### config.mk
export PLATFORM = sky130hd
export DESIGN_NAME = lram_obj_sequencer_flat
export DESIGN_NICKNAME = d
export VERILOG_FILES = /design/src/rtl/lram_obj_sequencer_if.sv /design/src/rtl/lram_obj_sequencer.sv /design/src/flat_wrapper.sv
export SDC_FILE = /design/constraint.sdc
export NUM_CORES = 1
export LEC_CHECK = 0
export ABC_AREA = 1
export CAP_MARGIN = 5
export CORE_ASPECT_RATIO = 0.9
export CORE_MARGIN = 2
export CORE_UTILIZATION = 55
export DETAILED_ROUTE_END_ITERATION = 8
export DONT_BUFFER_PORTS = 1
export PLACE_DENSITY = 0.74
export RECOVER_POWER = 50
export SLEW_MARGIN = 20
export SYNTH_ARGS = -nofsm -noshare
export SYNTH_HDL_FRONTEND = slang
export SYNTH_SLANG_ARGS = --single-unit
### constraint.sdc
create_clock -name clk_sys -period 2 [get_ports clk_sys]
set_clock_uncertainty 0.1 [all_clocks]
set_input_delay 0.4 -clock clk_sys [delete_from_list [all_inputs] [get_ports clk_sys]]
set_output_delay 0.4 -clock clk_sys [all_outputs]
set_load 0.05 [all_outputs]
### src/rtl/lram_obj_sequencer_if.sv
// Object-descriptor and graphics-byte handshake between the DMA /
// display-list fetcher (master) and the line-RAM sequencer (slave).
//
// Signals:
//   obj_valid/obj_ready  descriptor handshake (accepted when both high)
//   obj_hpos[7:0]        object start cell
//   obj_palette[2:0]     palette
//   obj_wm               write mode (0: 4 cells/byte, 1: 2 cells/byte)
//   obj_width[4:0]       byte count, 0 encodes 32
//   pix_valid/pix_ready  graphics-byte handshake (accepted when both high)
//   pix_data[7:0]        graphics byte
interface lram_obj_sequencer_if;
  logic       obj_valid;
  logic       obj_ready;
  logic [7:0] obj_hpos;
  logic [2:0] obj_palette;
  logic       obj_wm;
  logic [4:0] obj_width;
  logic       pix_valid;
  logic       pix_ready;
  logic [7:0] pix_data;

  modport master (
    output obj_valid, obj_hpos, obj_palette, obj_wm, obj_width,
    output pix_valid, pix_data,
    input  obj_ready, pix_ready
  );

  modport slave (
    input  obj_valid, obj_hpos, obj_palette, obj_wm, obj_width,
    input  pix_valid, pix_data,
    output obj_ready, pix_ready
  );
endinterface

### src/rtl/lram_obj_sequencer.sv
// MARIA line-RAM write sequencer. Takes object descriptors and their
// graphics-byte stream from the DMA engine, drives line_ram's
// hpos/PALETTE/WM/PIXELS with latch_byte and clear_hpos strobes, and
// issues lrc (buffer swap) at each line start. All state advances on
// mclk1 ticks, so outputs are stable whenever line_ram samples on mclk0.
//
// Ports:
//   clk_sys, RESET_N  clock, async active-low reset
//   mclk0             line_ram sample strobe (not used internally)
//   mclk1             sequencer tick strobe
//   line_start        1-cycle line start pulse, any clk_sys cycle
//   dma               obj/pix handshake (lram_obj_sequencer_if.slave)
//   hpos, PALETTE, WM, PIXELS, latch_byte, clear_hpos, lrc  to line_ram
//   busy              state != IDLE or swap pending
//   overrun_cnt       objects aborted by line_start
//
// Build option:
//   LRAM_OVERRUN_CNT_EN  when defined, overrun_cnt counts aborts from
//                        LOAD/STREAM (saturating at 255, cleared by reset
//                        only); otherwise overrun_cnt is tied to zero.
//
// state  | meaning
// -------+----------------------------------------------------------
// IDLE   | waiting for a descriptor or a pending line swap
// LOAD   | descriptor latched, clear_hpos pulse to line_ram
// STREAM | consuming graphics bytes, one latch_byte per accepted byte
// SWAP   | lrc pulse to line_ram, back to IDLE on the next tick
module lram_obj_sequencer #(
  parameter int MAX_W = 32
) (
  input  logic                       clk_sys,
  input  logic                       RESET_N,
  input  logic                       mclk0,
  input  logic                       mclk1,
  input  logic                       line_start,
  lram_obj_sequencer_if.slave        dma,
  output logic [7:0]                 hpos,
  output logic [2:0]                 PALETTE,
  output logic                       WM,
  output logic [7:0]                 PIXELS,
  output logic                       latch_byte,
  output logic                       clear_hpos,
  output logic                       lrc,
  output logic                       busy,
  output logic [7:0]                 overrun_cnt
);

  typedef enum logic [1:0] {
    S_IDLE   = 2'd0,
    S_LOAD   = 2'd1,
    S_STREAM = 2'd2,
    S_SWAP   = 2'd3
  } state_t;

  state_t     state_q, state_d;
  logic       pending_q, pending_d;
  logic [5:0] count_q, count_d;
  logic [7:0] hpos_q, hpos_d;
  logic [2:0] pal_q, pal_d;
  logic       wm_q, wm_d;
  logic [7:0] pix_q, pix_d;
  logic       latch_q, latch_d;
  logic       clear_q, clear_d;
  logic       lrc_q, lrc_d;
  logic       obj_acc, pix_acc, swap_enter;

  // mclk0 is only a timing contract with line_ram: because everything here
  // moves on mclk1, outputs are already settled when mclk0 arrives.
  logic unused_mclk0;
  assign unused_mclk0 = mclk0;

  // A line_start in the same cycle blocks the handshake so it can win.
  assign dma.obj_ready = RESET_N & mclk1 & (state_q == S_IDLE)
                         & ~pending_q & ~line_start;
  assign dma.pix_ready = RESET_N & mclk1 & (state_q == S_STREAM)
                         & ~pending_q & ~line_start;

  assign obj_acc = dma.obj_valid & dma.obj_ready;
  assign pix_acc = dma.pix_valid & dma.pix_ready;

  always_comb begin
    state_d    = state_q;
    count_d    = count_q;
    hpos_d     = hpos_q;
    pal_d      = pal_q;
    wm_d       = wm_q;
    pix_d      = pix_q;
    latch_d    = latch_q;
    clear_d    = clear_q;
    lrc_d      = lrc_q;
    swap_enter = 1'b0;

    if (mclk1) begin
      // Strobes are one tick wide: drop them every tick unless re-asserted.
      latch_d = 1'b0;
      clear_d = 1'b0;
      lrc_d   = 1'b0;
      unique case (state_q)
        S_IDLE: begin
          if (pending_q) begin
            swap_enter = 1'b1;
          end else if (obj_acc) begin
            hpos_d  = dma.obj_hpos;
            pal_d   = dma.obj_palette;
            wm_d    = dma.obj_wm;
            count_d = (dma.obj_width == 5'd0) ? 6'(MAX_W) : {1'b0, dma.obj_width};
            clear_d = 1'b1;
            state_d = S_LOAD;
          end
        end
        S_LOAD: begin
          if (pending_q) begin
            swap_enter = 1'b1;
          end else begin
            state_d = S_STREAM;
          end
        end
        S_STREAM: begin
          if (pending_q) begin
            swap_enter = 1'b1;
          end else if (pix_acc) begin
            pix_d   = dma.pix_data;
            latch_d = 1'b1;
            count_d = count_q - 6'd1;
            if (count_q == 6'd1) begin
              state_d = S_IDLE;
            end
          end
        end
        S_SWAP: begin
          state_d = S_IDLE;
        end
        default: begin
          state_d = S_IDLE;
        end
      endcase
      if (swap_enter) begin
        lrc_d   = 1'b1;
        state_d = S_SWAP;
      end
    end
  end

  // A new line_start in the very tick that enters SWAP must survive, so
  // that it produces a second swap.
  assign pending_d = line_start | (pending_q & ~swap_enter);

  always_ff @(posedge clk_sys or negedge RESET_N) begin
    if (!RESET_N) begin
      state_q   <= S_IDLE;
      pending_q <= 1'b0;
      count_q   <= 6'd0;
      hpos_q    <= 8'd0;
      pal_q     <= 3'd0;
      wm_q      <= 1'b0;
      pix_q     <= 8'd0;
      latch_q   <= 1'b0;
      clear_q   <= 1'b0;
      lrc_q     <= 1'b0;
    end else begin
      state_q   <= state_d;
      pending_q <= pending_d;
      count_q   <= count_d;
      hpos_q    <= hpos_d;
      pal_q     <= pal_d;
      wm_q      <= wm_d;
      pix_q     <= pix_d;
      latch_q   <= latch_d;
      clear_q   <= clear_d;
      lrc_q     <= lrc_d;
    end
  end

`ifdef LRAM_OVERRUN_CNT_EN
  logic [7:0] ovr_q, ovr_d;
  logic       ovr_inc;

  // An abort is a pending swap taken from LOAD or STREAM.
  assign ovr_inc = mclk1 & pending_q & ((state_q == S_LOAD) | (state_q == S_STREAM));

  always_comb begin
    ovr_d = ovr_q;
    if (ovr_inc && (ovr_q != 8'hFF)) begin
      ovr_d = ovr_q + 8'd1;
    end
  end

  always_ff @(posedge clk_sys or negedge RESET_N) begin
    if (!RESET_N) begin
      ovr_q <= 8'd0;
    end else begin
      ovr_q <= ovr_d;
    end
  end

  assign overrun_cnt = ovr_q;
`else
  assign overrun_cnt = 8'd0;
`endif

  assign hpos       = hpos_q;
  assign PALETTE    = pal_q;
  assign WM         = wm_q;
  assign PIXELS     = pix_q;
  assign latch_byte = latch_q;
  assign clear_hpos = clear_q;
  assign lrc        = lrc_q;
  assign busy       = (state_q != S_IDLE) | pending_q;

endmodule

### src/flat_wrapper.sv
// flat-port wrapper written by rule: the top's interface ports become plain ports
module lram_obj_sequencer_flat 
#(
  parameter int MAX_W = 32
)
  (clk_sys, RESET_N, mclk0, mclk1, line_start, hpos, PALETTE, WM, PIXELS, latch_byte, clear_hpos, lrc, busy, overrun_cnt, dma_obj_valid, dma_obj_hpos, dma_obj_palette, dma_obj_wm, dma_obj_width, dma_pix_valid, dma_pix_data, dma_obj_ready, dma_pix_ready);
  lram_obj_sequencer_if dma_i ();
  input  logic clk_sys;
  input  logic RESET_N;
  input  logic mclk0;
  input  logic mclk1;
  input  logic line_start;
  output logic [7:0] hpos;
  output logic [2:0] PALETTE;
  output logic WM;
  output logic [7:0] PIXELS;
  output logic latch_byte;
  output logic clear_hpos;
  output logic lrc;
  output logic busy;
  output logic [7:0] overrun_cnt;
  input wire logic [$bits(dma_i.obj_valid)-1:0] dma_obj_valid;
  input wire logic [$bits(dma_i.obj_hpos)-1:0] dma_obj_hpos;
  input wire logic [$bits(dma_i.obj_palette)-1:0] dma_obj_palette;
  input wire logic [$bits(dma_i.obj_wm)-1:0] dma_obj_wm;
  input wire logic [$bits(dma_i.obj_width)-1:0] dma_obj_width;
  input wire logic [$bits(dma_i.pix_valid)-1:0] dma_pix_valid;
  input wire logic [$bits(dma_i.pix_data)-1:0] dma_pix_data;
  output wire logic [$bits(dma_i.obj_ready)-1:0] dma_obj_ready;
  output wire logic [$bits(dma_i.pix_ready)-1:0] dma_pix_ready;
  assign dma_i.obj_valid = dma_obj_valid;
  assign dma_i.obj_hpos = dma_obj_hpos;
  assign dma_i.obj_palette = dma_obj_palette;
  assign dma_i.obj_wm = dma_obj_wm;
  assign dma_i.obj_width = dma_obj_width;
  assign dma_i.pix_valid = dma_pix_valid;
  assign dma_i.pix_data = dma_pix_data;
  assign dma_obj_ready = dma_i.obj_ready;
  assign dma_pix_ready = dma_i.pix_ready;
  lram_obj_sequencer #(.MAX_W(MAX_W)) u_core (.clk_sys(clk_sys), .RESET_N(RESET_N), .mclk0(mclk0), .mclk1(mclk1), .line_start(line_start), .dma(dma_i), .hpos(hpos), .PALETTE(PALETTE), .WM(WM), .PIXELS(PIXELS), .latch_byte(latch_byte), .clear_hpos(clear_hpos), .lrc(lrc), .busy(busy), .overrun_cnt(overrun_cnt));
endmodule
==> results.sh <==
export IMPL_outcome="completed"
export IMPL_ys_warn_count=0
export IMPL_hold_start="line_start"
export IMPL_vias=1274
export IMPL_maxSlewViolCount=0
export IMPL_grt_start_max_net_pins=33
export IMPL_grt_overflow_total=0
export IMPL_post_synth_top_area_cell="dfrtp_1"
export IMPL_powerDensity_nw_per_um2=1430
export IMPL_critPathLaunch="u_core.state_q[0]"
export IMPL_antenna_found_initial=0
export IMPL_postSynthAreaPerCell_um2=8.00
export IMPL_start_kind="flop"
export IMPL_final_util=0.619
export IMPL_yosysSeqAreaShare=0.472
export IMPL_die_x_um=62.5
export IMPL_rsz0062_at_grt="yes"
export IMPL_yosys_area_top_type_share=0.472
export IMPL_max_freq_ghz=0.509
export IMPL_synthCells=212
export IMPL_start_util=0.566
export IMPL_synth_adder_area_share=0.0148
export IMPL_dr_pass1_iters=4
export IMPL_synth_top_cells_by_area="dfrtp_1, nand2_1, o21ai_0"
export IMPL_drc=0
export IMPL_min_period_ns=1.96
export IMPL_clock_sinks=32
export IMPL_cts_tree="built"
export IMPL_final_cell_mix="nand2_1, dfrtp_1, inv_1"
export IMPL_drive_gt1_frac=0.164
export IMPL_port_buffers=0
export IMPL_cts_path_max_buffers=2
export IMPL_layout_commonest_cell="nand2_1"
export IMPL_grt_pass1_vias=1159
export IMPL_leakagePower_nw=0.983
export IMPL_synth_area_um2=1700
export IMPL_final_antenna_net_count=0
export IMPL_cp_max_fo=6
export IMPL_r2r_start="u_core.state_q[0]"
export IMPL_totalWireLength_um=2970
export IMPL_finalInstanceArea_um2=1850
export IMPL_gp_congestion=0.856
export IMPL_final_min_period_over_clock_period=0.982
export IMPL_ir_worst_vdd_mv=0.763
export IMPL_synth_cell_types=24
export IMPL_worstMarginPinSlew_ns=0.754
export IMPL_area_delta_synth_final_pct=9.30
export IMPL_ys_ff_latch=32
export IMPL_clockRootBuffer="clkbuf_4"
export IMPL_numCtsBuffers=5
export IMPL_setup_violations=0
export IMPL_synth_xor_area_frac=0.0103
export IMPL_maxSlewHeadroom=0.497
export IMPL_cp_arrival_ns=1.46
export IMPL_grt_usage=0.187
export IMPL_rows=19
export IMPL_grt_pass1_wl_um=5090
export IMPL_finalHoldViolCount=0
export IMPL_worstSkewPairLatency_ns=0.33
export IMPL_cts_max_level=2
export IMPL_finalPower_mw=2.66
export IMPL_place_hpwl_um=2210
export IMPL_insertedDiodeCount=0
export IMPL_crit_type="flop to primary output"
export IMPL_holdCritPathClass="input port to flop"
export IMPL_clkSlewWorstSetupHoldPaths_ns=0.11
export IMPL_placed_area_um2=1740
export IMPL_drt_iter0_markers=67
export IMPL_via_per_inst=4.77
export IMPL_fp_dieArea_um2=3540
export IMPL_post_drt_wl_per_cell_um=11.1
export IMPL_synth_simple_area_share=0.274
export IMPL_synth_top_family_by_area="simple AND/OR/NAND/NOR gates"
export IMPL_die_h_um=56.7
export IMPL_core_area_um2=3000
export IMPL_muxShareOfSynthArea=0
export IMPL_nets=258
export IMPL_endpoint_kind="primary output"
export IMPL_cp_data_required_time_ns=1.50
export IMPL_max_cap_viol_count=0
export IMPL_io_pins=66
export IMPL_synth_compound_area_frac=0.101
## state kept, by name (all words and copies together), names as in the netlist
name / count
u_core.PALETTE: 3
u_core.PIXELS: 8
u_core.WM: 1
u_core.clear_hpos: 1
u_core.count_q: 6
u_core.hpos: 8
u_core.latch_byte: 1
u_core.lrc: 1
u_core.pending_q: 1
u_core.state_q: 2
## power breakdown
part	internal (mW)	switching, mW
Sequential	0.843	0.616
Clock	0.135	0.223
Combinational	0.328	0.514
Total	1.31	1.35
## layout make-up
type                            instances  area [um^2]
Fill cell                             298         1140
Sequential cell                        32          803
Multi-Input combinational cell        142          726
Inverter                               33          124
Timing Repair Buffer                   10         91.3
Tap cell                               42         52.6
Clock buffer                            5         37.5
Clock inverter                          3         18.8
## metal layers
layer / share of wire / wire length (um) / global-route usage / vias up
met4: 0.014 / 43 / 0.0762 / 0
li1: - / - / - / 665
met1: 0.48 / 1420 / 0.243 / 559
met3: 0.069 / 204 / 0.0661 / 5
met2: 0.44 / 1310 / 0.286 / 45
met5: 0 / 0 / 0 / -
## metrics by stage
stage	TNS [ns]	std cells	hold slack (ns)	worst slack, ns
4_1_cts	0	264	0.0565	0.0182
3_5_place_dp	0	253	0.00529	0.324
3_3_place_gp	0	253	0.00535	0.336
6_report	0	267	0.0793	0.0354
5_1_grt	-0.0404	267	0.0639	-0.0404
2_1_floorplan	0	219	0.00441	0.0268
## critical path, stage by stage (launching register included)
cell and delay [ns]:
dfrtp_2 0.47, nor2_4 0.13, inv_2 0.06, nor2_4 0.15, inv_2 0.07, nor2_4 0.12
buf_12 0.14
## repair_timing
action / in CTS / in global routing
hold buffers: 2 / 0
pin swaps: 1 / 3
buffers inserted: 1 / 3
setup endpoints to repair: 1 / 2
resized for setup: 0 / 6
endpoints found under the hold margin: 32 / 0
## cells in the mapped netlist
master	number
a31oi_1	1
buf_4	9
conb_1	1
nand3_1	7
xnor2_1	1
buf_2	2
ha_1	2
nor2_4	2
nand2_4	1
o21bai_1	2
nand2_2	3
o21ai_0	23
o21ai_1	7
nor2_1	8
nand3_4	3
nor2_2	3
nand4_1	4
inv_1	30
buf_6	1
nor3_1	2
dfrtp_1	32
xor2_1	1
inv_2	3
nand2_1	64
## cell families (layout without fill, tap and decap cells)
logic type	Yosys count	count (layout)
AOI/OAI and AO/OA	33	33
xor gates and xnor gates	2	2
adders and majority gates	2	2
buffers and inverters	45	51
DFF	32	32
other	1	8
and+or+nand+nor	97	97
## worst paths after layout
path	endpoint	slack (ns)	depth (start not counted)
hold reg to reg	u_core.count_q[1]	0.41	2
setup / recovery	dma_obj_ready	0.04	6
max in group asynchronous	u_core.state_q[0]	0.70	2
setup reg to reg	u_core.count_q[4]	0.29	9
hold / removal	u_core.pending_q	0.08	2
min in group asynchronous	u_core.pending_q	0.58	2
No activity file was read; power rests on OpenSTA's default activity.
